**src/rtl/i2c_cmd_sequencer_if.sv**
```systemverilog
// Host command/response and i2c_master-facing signals of i2c_cmd_sequencer.
// The slave modport is the sequencer's view; master is the host/master-side view.
`timescale 1ns/1ps
interface i2c_cmd_sequencer_if;
    logic       cmd_valid;
    logic       cmd_ready;
    logic       cmd_rw;
    logic [6:0] cmd_addr;
    logic [7:0] cmd_data;
    logic       rsp_valid;
    logic [7:0] rsp_data;
    logic       rsp_ready;
    logic       busy;
    logic       timeout_err;
    logic       err_clr;
    logic [6:0] m_addr;
    logic [7:0] m_data_write;
    logic       m_rw;
    logic       m_enable;
    logic       m_ready;
    logic [7:0] m_data_read;

    modport slave (
        input  cmd_valid, cmd_rw, cmd_addr, cmd_data, rsp_ready, err_clr, m_ready, m_data_read,
        output cmd_ready, rsp_valid, rsp_data, busy, timeout_err, m_addr, m_data_write, m_rw, m_enable
    );

    modport master (
        output cmd_valid, cmd_rw, cmd_addr, cmd_data, rsp_ready, err_clr, m_ready, m_data_read,
        input  cmd_ready, rsp_valid, rsp_data, busy, timeout_err, m_addr, m_data_write, m_rw, m_enable
    );
endinterface

```
**src/rtl/i2c_cmd_sequencer.sv**
```systemverilog
// Command FIFO front-end for i2c_master: issues queued transactions one at a time,
// returns read bytes through a single response register, flags stalls as timeout_err.
`timescale 1ns/1ps
module i2c_cmd_sequencer #(
    parameter int unsigned DEPTH   = 4,
    parameter int unsigned TIMEOUT = 4096
) (
    input  logic               clk,
    input  logic               rst,
    i2c_cmd_sequencer_if.slave bus
);
    localparam int unsigned    AW       = $clog2(DEPTH);
    localparam int unsigned    CW       = $clog2(TIMEOUT);
    localparam logic [AW:0]    PTR_ONE  = (AW + 1)'(1);
    localparam logic [CW-1:0]  CNT_ONE  = CW'(1);
    localparam logic [CW-1:0]  CNT_LAST = CW'(TIMEOUT - 1);

    typedef enum logic [1:0] {S_IDLE, S_LAUNCH, S_WAIT_DONE, S_RESP} state_t;
    state_t state, state_n;

    logic [15:0]   mem [DEPTH];
    logic [AW:0]   wr_ptr, rd_ptr;
    logic          empty, full, push, pop;
    logic [15:0]   head;
    logic [CW-1:0] cnt;
    logic          cnt_clr, cnt_inc, rsp_load, rsp_clr, to_set;

    logic [6:0]    m_addr_q;
    logic [7:0]    m_data_q;
    logic          m_rw_q;
    logic          rsp_valid_q;
    logic [7:0]    rsp_data_q;
    logic          err_q;

    // Extra pointer MSB distinguishes full from empty when the index bits match.
    assign empty = (wr_ptr == rd_ptr);
    assign full  = (wr_ptr[AW] != rd_ptr[AW]) && (wr_ptr[AW-1:0] == rd_ptr[AW-1:0]);
    assign push  = bus.cmd_valid && !full;
    assign head  = mem[rd_ptr[AW-1:0]];

    always_ff @(posedge clk) begin
        if (push) begin
            mem[wr_ptr[AW-1:0]] <= {bus.cmd_rw, bus.cmd_addr, bus.cmd_data};
        end
    end

    always_ff @(posedge clk or negedge rst) begin
        if (!rst) begin
            state <= S_IDLE;
        end else begin
            state <= state_n;
        end
    end

    always_comb begin
        state_n  = state;
        pop      = 1'b0;
        cnt_clr  = 1'b0;
        cnt_inc  = 1'b0;
        rsp_load = 1'b0;
        rsp_clr  = 1'b0;
        to_set   = 1'b0;
        unique case (state)
            S_IDLE: begin
                if (!empty && bus.m_ready) begin
                    pop     = 1'b1;
                    cnt_clr = 1'b1;
                    state_n = S_LAUNCH;
                end
            end
            S_LAUNCH: begin
                if (!bus.m_ready) begin
                    cnt_clr = 1'b1;
                    state_n = S_WAIT_DONE;
                end else if (cnt == CNT_LAST) begin
                    to_set  = 1'b1;
                    state_n = S_IDLE;
                end else begin
                    cnt_inc = 1'b1;
                end
            end
            S_WAIT_DONE: begin
                if (bus.m_ready) begin
                    if (m_rw_q) begin
                        rsp_load = 1'b1;
                        state_n  = S_RESP;
                    end else begin
                        state_n  = S_IDLE;
                    end
                end else if (cnt == CNT_LAST) begin
                    to_set  = 1'b1;
                    state_n = S_IDLE;
                end else begin
                    cnt_inc = 1'b1;
                end
            end
            S_RESP: begin
                if (bus.rsp_ready) begin
                    rsp_clr = 1'b1;
                    state_n = S_IDLE;
                end
            end
            default: state_n = S_IDLE;
        endcase
    end

    always_ff @(posedge clk or negedge rst) begin
        if (!rst) begin
            wr_ptr      <= '0;
            rd_ptr      <= '0;
            cnt         <= '0;
            m_addr_q    <= '0;
            m_data_q    <= '0;
            m_rw_q      <= 1'b0;
            rsp_valid_q <= 1'b0;
            rsp_data_q  <= '0;
            err_q       <= 1'b0;
        end else begin
            if (push) begin
                wr_ptr <= wr_ptr + PTR_ONE;
            end
            if (pop) begin
                rd_ptr                       <= rd_ptr + PTR_ONE;
                {m_rw_q, m_addr_q, m_data_q} <= head;
            end
            if (cnt_clr) begin
                cnt <= '0;
            end else if (cnt_inc) begin
                cnt <= cnt + CNT_ONE;
            end
            if (rsp_load) begin
                rsp_valid_q <= 1'b1;
                rsp_data_q  <= bus.m_data_read;
            end else if (rsp_clr) begin
                rsp_valid_q <= 1'b0;
            end
            // A timeout in the same cycle as err_clr leaves the flag set.
            if (to_set) begin
                err_q <= 1'b1;
            end else if (bus.err_clr) begin
                err_q <= 1'b0;
            end
        end
    end

    assign bus.cmd_ready    = !full;
    assign bus.busy         = !empty || (state != S_IDLE);
    assign bus.timeout_err  = err_q;
    assign bus.rsp_valid    = rsp_valid_q;
    assign bus.rsp_data     = rsp_data_q;
    assign bus.m_addr       = m_addr_q;
    assign bus.m_data_write = m_data_q;
    assign bus.m_rw         = m_rw_q;
    assign bus.m_enable     = (state == S_LAUNCH);
endmodule

```
**src/flat_wrapper.sv**
```systemverilog
// flat-port wrapper written by rule: the top's interface ports become plain ports
module i2c_cmd_sequencer_flat 
#(
    parameter int unsigned DEPTH   = 4,
    parameter int unsigned TIMEOUT = 4096
)
  (clk, rst, bus_cmd_valid, bus_cmd_rw, bus_cmd_addr, bus_cmd_data, bus_rsp_ready, bus_err_clr, bus_m_ready, bus_m_data_read, bus_cmd_ready, bus_rsp_valid, bus_rsp_data, bus_busy, bus_timeout_err, bus_m_addr, bus_m_data_write, bus_m_rw, bus_m_enable);
  i2c_cmd_sequencer_if bus_i ();
  input  logic clk;
  input  logic rst;
  input wire logic [$bits(bus_i.cmd_valid)-1:0] bus_cmd_valid;
  input wire logic [$bits(bus_i.cmd_rw)-1:0] bus_cmd_rw;
  input wire logic [$bits(bus_i.cmd_addr)-1:0] bus_cmd_addr;
  input wire logic [$bits(bus_i.cmd_data)-1:0] bus_cmd_data;
  input wire logic [$bits(bus_i.rsp_ready)-1:0] bus_rsp_ready;
  input wire logic [$bits(bus_i.err_clr)-1:0] bus_err_clr;
  input wire logic [$bits(bus_i.m_ready)-1:0] bus_m_ready;
  input wire logic [$bits(bus_i.m_data_read)-1:0] bus_m_data_read;
  output wire logic [$bits(bus_i.cmd_ready)-1:0] bus_cmd_ready;
  output wire logic [$bits(bus_i.rsp_valid)-1:0] bus_rsp_valid;
  output wire logic [$bits(bus_i.rsp_data)-1:0] bus_rsp_data;
  output wire logic [$bits(bus_i.busy)-1:0] bus_busy;
  output wire logic [$bits(bus_i.timeout_err)-1:0] bus_timeout_err;
  output wire logic [$bits(bus_i.m_addr)-1:0] bus_m_addr;
  output wire logic [$bits(bus_i.m_data_write)-1:0] bus_m_data_write;
  output wire logic [$bits(bus_i.m_rw)-1:0] bus_m_rw;
  output wire logic [$bits(bus_i.m_enable)-1:0] bus_m_enable;
  assign bus_i.cmd_valid = bus_cmd_valid;
  assign bus_i.cmd_rw = bus_cmd_rw;
  assign bus_i.cmd_addr = bus_cmd_addr;
  assign bus_i.cmd_data = bus_cmd_data;
  assign bus_i.rsp_ready = bus_rsp_ready;
  assign bus_i.err_clr = bus_err_clr;
  assign bus_i.m_ready = bus_m_ready;
  assign bus_i.m_data_read = bus_m_data_read;
  assign bus_cmd_ready = bus_i.cmd_ready;
  assign bus_rsp_valid = bus_i.rsp_valid;
  assign bus_rsp_data = bus_i.rsp_data;
  assign bus_busy = bus_i.busy;
  assign bus_timeout_err = bus_i.timeout_err;
  assign bus_m_addr = bus_i.m_addr;
  assign bus_m_data_write = bus_i.m_data_write;
  assign bus_m_rw = bus_i.m_rw;
  assign bus_m_enable = bus_i.m_enable;
  i2c_cmd_sequencer #(.DEPTH(DEPTH), .TIMEOUT(TIMEOUT)) u_core (.clk(clk), .rst(rst), .bus(bus_i));
endmodule
```
**config.mk**
```make
export PLATFORM = sky130hd
export DESIGN_NAME = i2c_cmd_sequencer_flat
export DESIGN_NICKNAME = d
export VERILOG_FILES = /design/src/rtl/i2c_cmd_sequencer_if.sv /design/src/rtl/i2c_cmd_sequencer.sv /design/src/flat_wrapper.sv
export SDC_FILE = /design/constraint.sdc
export NUM_CORES = 1
export LEC_CHECK = 0
export ABC_CLOCK_PERIOD_IN_PS = 3050
export CORE_ASPECT_RATIO = 0.75
export CORE_MARGIN = 5
export CORE_UTILIZATION = 50
export DETAILED_ROUTE_END_ITERATION = 8
export PLACE_DENSITY = 0.73
export SLEW_MARGIN = 20
export SYNTH_ARGS = -nofsm -noshare
export SYNTH_HDL_FRONTEND = slang
export SYNTH_SLANG_ARGS = --single-unit
```
**constraint.sdc**
```tcl
create_clock -name clk -period 3.05 [get_ports clk]
set_input_delay 0.305 -clock clk [delete_from_list [all_inputs] [get_ports clk]]
set_output_delay 0.305 -clock clk [all_outputs]
set_load 0.02 [all_outputs]
```
==> results of run 1 <==
## power by group through the flow
stage	logic [uW]	clock network [uW]	registers, uW
2_1_floorplan	1240	0	2410
3_3_place_gp	2100	0	2230
3_5_place_dp	2160	0	2250
4_1_cts	2190	1360	2230
5_1_grt	2330	1440	2270
6_report	2150	1340	2220
## kinds of logic after synthesis
kind of cell | count (synthesis) | synth area share [%]
flip-flops | 110 | 66.9
buffers and inverters | 19 | 1.96
AO/OA/AOI/OAI | 39 | 5.72
AND/OR/NAND/NOR | 50 | 6.32
multiplexers | 42 | 14.3
XOR/XNOR | 8 | 1.85
adder cells (fa/ha/maj) | 11 | 2.99
## per-stage QoR
stage	util [%]	instance area (sq um)	power (uW)	hold WS [ns]
2_1_floorplan	-	4600	3640	0.00941
3_3_place_gp	58.9	5310	4340	0.426
3_5_place_dp	58.9	5310	4420	0.451
4_1_cts	62.8	5660	5780	0.0952
5_1_grt	62.8	5660	6040	0.129
6_report	62.8	5660	5720	0.0707
## cell type report
type                            instances  area share (%)
Sequential cell                       110            54.3
Multi-Input combinational cell        150            25.3
Timing Repair Buffer                   65            11.1
Clock buffer                           13            4.62
Tap cell                              112            2.48
Clock inverter                          3            1.59
Inverter                                9           0.597
## worst paths after layout
kind                                           start                   end  slack, ns
worst min register to register  u_core.bus.rsp_valid  u_core.bus.rsp_valid       0.48
worst max-delay path                u_core.rd_ptr[2]              bus_busy       0.75
max in group asynchronous                        rst       u_core.bus.m_rw       2.22
worst min-delay path                             rst         u_core.cnt[5]       0.07
min in group clk                u_core.bus.rsp_valid  u_core.bus.rsp_valid       0.48
worst max register to register       u_core.state[0]  u_core.bus.m_addr[3]       0.88
## sequential cells by signal, indices dropped and copies added, names as in the netlist
register and count:
u_core.mem 64, u_core.cnt 12, u_core.bus.m_data_write 8, u_core.bus.rsp_data 8, u_core.bus.m_addr 7, u_core.rd_ptr 3, u_core.wr_ptr 3, u_core.state 2
u_core.bus.m_rw 1, u_core.bus.rsp_valid 1, u_core.bus.timeout_err 1
## worst register-to-register path: stages (launching register included)
cell,delay (ns)
dfrtp_1,0.40
inv_1,0.12
ha_1,0.30
nand2_1,0.15
a31oi_4,0.65
mux2_2,0.42
## synth_stat cells
master and number:
xnor2_2 2, nand2_1 12, dfrtp_1 46, a31o_2 2, o41ai_1 1, o21ai_0 6, o22ai_1 1, ha_1 11
o31ai_1 7, mux4_2 16, nand2b_1 2, mux2_4 1, o32ai_1 1, and3_1 1, a221oi_1 2, buf_4 2
a31oi_4 1, o211ai_1 1, nand2_2 1, nand3_1 8, clkbuf_1 4, nor2_1 1, mux2_2 25, edfxtp_1 64
or4_1 8, a31oi_1 2, nor2b_1 1, buf_6 1, nand4_1 4, and2_1 5, buf_2 3, inv_1 9
a21oi_1 14, or3_1 3, xnor2_1 4, and4_1 4, xor2_1 2, a221o_1 1
## per-layer routing
metal  vias to the layer above  share of wire (%)  global-route usage, %
met5                         -                  0                      0
met4                         0               0.50                   3.11
met3                         4                4.4                   5.08
met2                        64                 49                   25.7
met1                      1310                 47                   23.4
li1                       1214                  -                      -
==> flow_summary.ini, run 1 <==
[run]
max-cap-violations = 0

[global_route]
grt_overflow = 0
antenna_found_initial = 0
grt_first_pass_wirelength_um = 14100
grtUsageTotal_pct = 16.5
grt_max_degree = 33
first_global_vias = 2710

[synth]
syn_area_sq_um = 4600
synth_warnings = 0
yosys_register_bits = 110
synth.area.top_cells = edfxtp_1 (42%), dfrtp_1 (25%), mux4_2 (7.8%), mux2_2 (6.1%), ha_1 (3.0%)
seq_area_frac_synth_pct = 66.9
synth_area_leader_cell = edfxtp_1
avgSynthCellArea_sq_um = 16.5
synth_cell_types = 38
synth_nets = 320
yosysTopAreaCellShare_pct = 41.8
syn_inst = 279

[sta]
rsz0062_at_grt = false
setup_viol = 0
hold_violations = 0
worst_slew_pin_slew_ns = 0.847
final.min_clock_period_ns = 2.30
slew_headroom_pct = 43.5
fin_ws_ns = 0.751
max_freq_mhz = 435
slew_violations = 0
skew_ns = 0.00475
final.period_utilization_pct = 75.4
finalSetupTns_ns = 0

[final_layout]
seqCellArea_sq_um = 3070
layout_common_cells = edfxtp_1 (64), clkdlybuf4s50_1 (57), dfrtp_1 (46), mux2_2 (25), mux4_2 (16)
layout.cells.most_common = edfxtp_1
drive_gt1_share_pct = 19.7
syn_to_final_growth_pct = 23.1
layout.cells.non_filler = 462
fillers = 685
diodes = 0
fin_nets = 386
multi_input_area_sq_um = 1430

[power_and_ir_drop]
seqPwrFrac_pct = 38.8
switchingPower_uw = 1810
ir_drop_mv = 0.592
pwr-share-comb_pct = 37.7
internal_power_uw = 3910
clockPowerShare_pct = 23.5
powerDensity_nw_per_um2 = 1010
leakagePower_uw = 0.00209
switching_share_pct = 31.6

[critical_path]
arrival_ns = 1.99
cp_slowest_cell = clkdlybuf4s50_1
cp_num_cells = 3
critical_path_buf_inv_count = 1
cp.required_ns = 2.74
end_kind = primary output
worstPathMaxFanout = 5
crit_path_start_kind = register
worstPathCellList = xnor2_1 > nand4_1 > clkdlybuf4s50_1
crit_family = buffers and inverters
ff2ff_path_depth = 5
slowest_delay_ns = 0.57
worstSetupPathType = register to primary output

[clocking]
post-cts-setup-buffers = 0
clk_latency_ns = 0.34
cts_tree = yes
h-tree-depth = 3
cts_hold_buffers = 0
cts_buffers = 9
cts_num_sinks = 110
cts-root-buf = clkbuf_16
cts_resized = 0
clockBufferDepth = 2
clkTransAtPathRegs_ns = 0.07

[drt]
drtIter0Drc = 133
ant_nets = 0
drt-wirelength-per-cell_um = 18.9
drt-pass1-iter-count = 4
vias = 2592
wirelength_um = 8740
drc = 0
vias_per_cell = 5.61

[place]
dp_hpwl_um = 5770
numPortBuffers = 58
dpl.cell_count = 446
finalWeightedCongestion = 0.793
dpl_worst_slack_ns = 0.805

[floorplan]
rows = 30
initial_utilization_pct = 51.0
boundaryPins = 59
die_area_sq_um = 11200
die_x_um = 121
core-area_sq_um = 9010
fp.dieH_um = 93.0

[hold_path]
hold_class = input pin to async pin

[run_status]
status = finished clean
(Power assumes the default switching activity.)
==> run 2, diff against run 1 <==
--- a/config.mk
+++ b/config.mk
@@ -5,12 +5,12 @@
 export SDC_FILE = /design/constraint.sdc
 export NUM_CORES = 1
 export LEC_CHECK = 0
-export ABC_CLOCK_PERIOD_IN_PS = 3050
+export ABC_CLOCK_PERIOD_IN_PS = 1930
 export CORE_ASPECT_RATIO = 0.75
 export CORE_MARGIN = 5
-export CORE_UTILIZATION = 50
+export CORE_UTILIZATION = 49
 export DETAILED_ROUTE_END_ITERATION = 8
-export PLACE_DENSITY = 0.73
+export PLACE_DENSITY = 0.75
 export SLEW_MARGIN = 20
 export SYNTH_ARGS = -nofsm -noshare
 export SYNTH_HDL_FRONTEND = slang
==> constraint.sdc (replaced) <==
create_clock -name clk -period 1.93 [get_ports clk]
set_input_delay 0.193 -clock clk [delete_from_list [all_inputs] [get_ports clk]]
set_output_delay 0.193 -clock clk [all_outputs]
set_load 0.02 [all_outputs]
==> flow_summary.ini, run 2 (synthesis gave the netlist of run 1 again) <==
[run_status]
status = finished clean

[clocking]
cts_num_sinks = 110
cts_tree = yes
clk_latency_ns = 0.34
clockBufferDepth = 2
cts_buffers = 9
clkTransAtPathRegs_ns = 0.07
h-tree-depth = 3
cts-root-buf = clkbuf_16

[critical_path]
crit_family = simple AND/OR/NAND/NOR gates
crit_path_start_kind = register
cp_slowest_cell = or4_1
cp.required_ns = 2.18
worstPathMaxFanout = 7
arrival_ns = 2.07
critical_path.startpoint = u_core.state[0]
end_kind = register
critical_path_buf_inv_count = 1
r2r_end = u_core.cnt[8]
worstSetupPathType = register to register
regToRegStartpoint = u_core.state[0]
slowest_delay_ns = 0.44
worstPathCellList = inv_1 > ha_2 > mux2_4 > o211ai_1 > or4_1 > a21oi_1
rrSetupSlack_ns = 0.11
ff2ff_path_depth = 6

[floorplan]
die_x_um = 122
die_area_sq_um = 11400
boundaryPins = 59
rows = 30
core-area_sq_um = 9080
fp.dieH_um = 93.9
initial_utilization_pct = 50.6

[global_route]
gr-usage-met3_pct = 4.52
grt_busiest_layer = met2
grt_first_pass_wirelength_um = 13600
antenna_found_initial = 0
grtUsageTotal_pct = 15.6
met2_usage_pct = 25.3
grt_max_degree = 25
use_met1_pct = 20.4
grt_overflow = 0
first_global_vias = 2672

[drt]
ant_nets = 0
drt-wirelength-per-cell_um = 16.9
drc = 0
vias_per_cell = 5.47
drt-pass1-iter-count = 4
wirelength_um = 8290
vias = 2681
drtIter0Drc = 160

[hold_path]
hold_class = input pin to async pin

[sta]
slew_headroom_pct = 60.7
finalSetupTns_ns = 0
slew_violations = 0
skew_ns = 0.00609
worst_slew_pin_slew_ns = 0.589
final.min_clock_period_ns = 1.82
rsz0062_at_grt = false
fin_ws_ns = 0.111
hold_violations = 0
max_freq_mhz = 550
final.period_utilization_pct = 94.3
setup_viol = 0

[place]
numPortBuffers = 58
dpl_worst_slack_ns = 0.0394
dp_hpwl_um = 5710
finalWeightedCongestion = 0.857

[run]
max-cap-violations = 0

[power_and_ir_drop]
powerDensity_nw_per_um2 = 1540
leakagePower_uw = 0.00214
ir_drop_mv = 0.720

[final_layout]
layout_common_cells = edfxtp_1 (64), clkdlybuf4s50_1 (54), dfrtp_1 (46), mux2_2 (25), mux4_2 (16)
drive_gt1_share_pct = 24.0
syn_to_final_growth_pct = 26.1
fillers = 704
diodes = 0
layout.cells.most_common = edfxtp_1
largest_register_ffs = 64
fin_nets = 398
run 2: cell types whose count changed in the layout (fill, tap and decap cells not counted), sizes merged:
cell | before | now
bufinv | 3 | 1
clkdlybuf4s50 | 57 | 54
clkinv | 0 | 1
dlygate4sd2 | 0 | 3
inv | 9 | 10
dlygate4sd3 | 0 | 1
buf | 8 | 19
run 2: worst max path at each step:
stage                                end  slack [ns]  cells past startpoint
after floorplan            u_core.cnt[4]       0.001                      7
after global placement     u_core.cnt[5]        0.11                      5
after detailed placement  u_core.cnt[10]        0.04                      5
after CTS                  u_core.cnt[8]        0.07                      6
after global routing      u_core.cnt[10]       0.001                      6
final                      u_core.cnt[8]        0.11                      6
run 2: repair_timing:
item,CTS,global route
pin swaps,0,0
resized for setup,3,3
hold buffers,1,0
setup buffers,0,1
hold endpoints to repair,22,0
setup endpoints to repair,3,5
run 2: worst register-to-register path, cell delays in order, from the launching register on:
cell and delay, ns:
dfrtp_1 0.40, inv_1 0.12, ha_2 0.22, mux2_4 0.20, o211ai_1 0.18, or4_1 0.44, a21oi_1 0.17
run 2: layout make-up:
type,count,area [sq um],share of cell area [%]
Inverter,9,33.8,0.583
Clock buffer,13,250,4.32
Clock inverter,3,43.8,0.756
Multi-Input combinational cell,150,1440,24.9
Timing Repair Buffer,77,792,13.7
Tap cell,128,160,2.76
Sequential cell,110,3070,53.0
run 2: report_power, final:
| group | switching (uW) | leakage [uW] | total, uW | internal, uW |
|---|---|---|---|---|
| logic | 1780 | 0.000830 | 3650 | 1860 |
| clock network | 750 | 0.000144 | 1800 | 1050 |
| registers | 305 | 0.00117 | 3500 | 3200 |
run 2: metrics by stage:
stage                     cell area (sq um)  utilization, %  hold WS (ns)  power (uW)  cells
final                                  5800            63.8         0.384        8940    490
after global routing                   5800            63.8         0.424        9490    490
after CTS                              5780            63.7         0.402        9040    489
after detailed placement               5480            60.4         0.229        7250    472
after global placement                 5480            60.4         0.221        7130    472
after floorplan                        4600               -        -0.103        5760    279
run 2: routing by layer:
layer | wire length, um | vias up
met5 | 0 | -
met4 | 121 | 0
met3 | 431 | 12
met2 | 4010 | 81
met1 | 3730 | 1342
li1 | - | 1246
==> run 3, diff against run 2 <==
--- a/config.mk
+++ b/config.mk
@@ -6,11 +6,10 @@
 export NUM_CORES = 1
 export LEC_CHECK = 0
 export ABC_CLOCK_PERIOD_IN_PS = 1930
-export CORE_ASPECT_RATIO = 0.75
 export CORE_MARGIN = 5
 export CORE_UTILIZATION = 49
 export DETAILED_ROUTE_END_ITERATION = 8
-export PLACE_DENSITY = 0.75
+export PLACE_DENSITY_LB_ADDON = 0.2
 export SLEW_MARGIN = 20
 export SYNTH_ARGS = -nofsm -noshare
 export SYNTH_HDL_FRONTEND = slang
==> flow_summary.ini, run 3 (synthesis gave the netlist of run 1 again) <==
[run_status]
status = finished clean

[critical_path]
regToRegStartpoint = u_core.state[0]
crit_family = flip-flops
arrival_ns = 1.64
end_kind = primary output
rrSetupSlack_ns = 0.12
worstPathCellList = xnor2_4 > nand3_1 > dlygate4sd2_1
r2r_end = u_core.cnt[10]
cp.required_ns = 1.74
ff2ff_path_depth = 6
cp_slowest_cell = dfrtp_1
slowest_delay_ns = 0.46
crit_path_start_kind = register
critical_path_buf_inv_count = 1
worstPathMaxFanout = 7
worstSetupPathType = register to primary output

[clocking]
h-tree-depth = 3
clk_latency_ns = 0.37
cts_buffers = 9
clockBufferDepth = 2
cts_tree = yes
cts-root-buf = clkbuf_8
clkTransAtPathRegs_ns = 0.10
cts_num_sinks = 110

[global_route]
grtUsageTotal_pct = 15.9
grt_first_pass_wirelength_um = 14000
first_global_vias = 2714
grt_max_degree = 25
antenna_found_initial = 0
grt_overflow = 0

[power_and_ir_drop]
pwr-share-comb_pct = 43.1
powerDensity_nw_per_um2 = 1490
switchingPower_uw = 2870
switching_share_pct = 34.0
ir_drop_mv = 0.886
finalPower_uw = 8450
clockPowerShare_pct = 15.2
internal_power_uw = 5580
leakagePower_uw = 0.00210
seqPwrFrac_pct = 41.7

[floorplan]
fp.dieH_um = 107
die_area_sq_um = 11400
boundaryPins = 59
initial_utilization_pct = 50.0
die_x_um = 107
rows = 35
core-area_sq_um = 9200

[final_layout]
syn_to_final_growth_pct = 23.5
largest_register_ffs = 64
seqCellArea_sq_um = 3070
fin_nets = 401
layout.cells.non_filler = 476
diodes = 0
multi_input_area_sq_um = 1460
fillers = 712
layout_common_cells = edfxtp_1 (64), clkdlybuf4s50_1 (54), dfrtp_1 (45), mux2_2 (25), buf_4 (17)
layout.cells.most_common = edfxtp_1
drive_gt1_share_pct = 26.0

[drt]
vias = 2632
drtIter0Drc = 104
drt-wirelength-per-cell_um = 17.7
ant_nets = 0
drt-pass1-iter-count = 4
vias_per_cell = 5.53
drc = 0
wirelength_um = 8400

[place]
numPortBuffers = 58
dpl.cell_count = 457
dp_hpwl_um = 5780
finalWeightedCongestion = 0.910

[run]
max-cap-violations = 0

[sta]
rsz0062_at_grt = false
worst_slew_pin_slew_ns = 0.556
setup_viol = 0
final.min_clock_period_ns = 1.83
hold_violations = 0
finalSetupTns_ns = 0
final.period_utilization_pct = 94.9
max_freq_mhz = 546
slew_headroom_pct = 62.9
skew_ns = 0.0137
slew_violations = 0

[hold_path]
hold_class = input pin to async pin
[run 3: cell types whose count changed in the layout (fill, tap and decap cells not counted), moves of 2 or more]
cell | before | now
buf_4 | 12 | 17
clkbuf_16 | 9 | 0
clkbuf_1 | 3 | 1
buf_12 | 6 | 4
clkbuf_8 | 1 | 10
[run 3: area by class of cell]
cell class / instances / share of cell area (%)
Clock buffer: 11 / 2.49
Clock inverter: 5 / 0.683
Inverter: 9 / 0.595
Multi-Input combinational cell: 150 / 25.7
Sequential cell: 110 / 54.2
Tap cell: 111 / 2.45
Timing Repair Buffer: 80 / 13.9
[run 3: power groups by stage]
stage	Sequential, uW	Clock (uW)	Combinational, uW
after floorplan	3800	0	1960
after global placement	3530	0	3590
after detailed placement	3560	0	3650
after CTS	3520	1340	3660
after global routing	3600	1430	3950
final	3520	1290	3640
[run 3: layer usage]
layer / global-route usage, % / vias to the layer above / share of wire [%]
met1: 21.5 / 1305 / 45
met5: 0 / - / 0
met2: 25.1 / 75 / 48
met4: 4.75 / 0 / 0.82
met3: 4.64 / 6 / 5.7
li1: - / 1246 / -
[run 3: how the worst max path moves through the flow]
stage | to | startpoint | cells past startpoint
floorplan | u_core.cnt[4] | u_core.state[1] | 7
global placement | u_core.cnt[11] | bus_m_ready | 5
detailed placement | u_core.cnt[3] | bus_m_ready | 5
CTS | bus_busy | u_core.state[1] | 4
global route | bus_cmd_ready | u_core.rd_ptr[1] | 3
finish | bus_cmd_ready | u_core.rd_ptr[1] | 3
[run 3: per-stage QoR]
stage | hold slack [ns] | util [%] | instance area, sq um | setup WS, ns
2_1_floorplan | -0.103 | - | 4600 | 0.00136
3_3_place_gp | 0.224 | 59.3 | 5450 | 0.114
3_5_place_dp | 0.223 | 59.3 | 5450 | 0.0456
4_1_cts | 0.348 | 61.4 | 5650 | 0.0480
5_1_grt | 0.379 | 61.7 | 5680 | 0.00117
6_report | 0.329 | 61.7 | 5680 | 0.0980
[run 3: repair_timing]
item,CTS,global route
hold endpoints to repair,22,0
pin swaps,0,1
buffers inserted,0,2
gates resized for setup,4,7
setup endpoints to repair,3,29
hold buffers,1,0
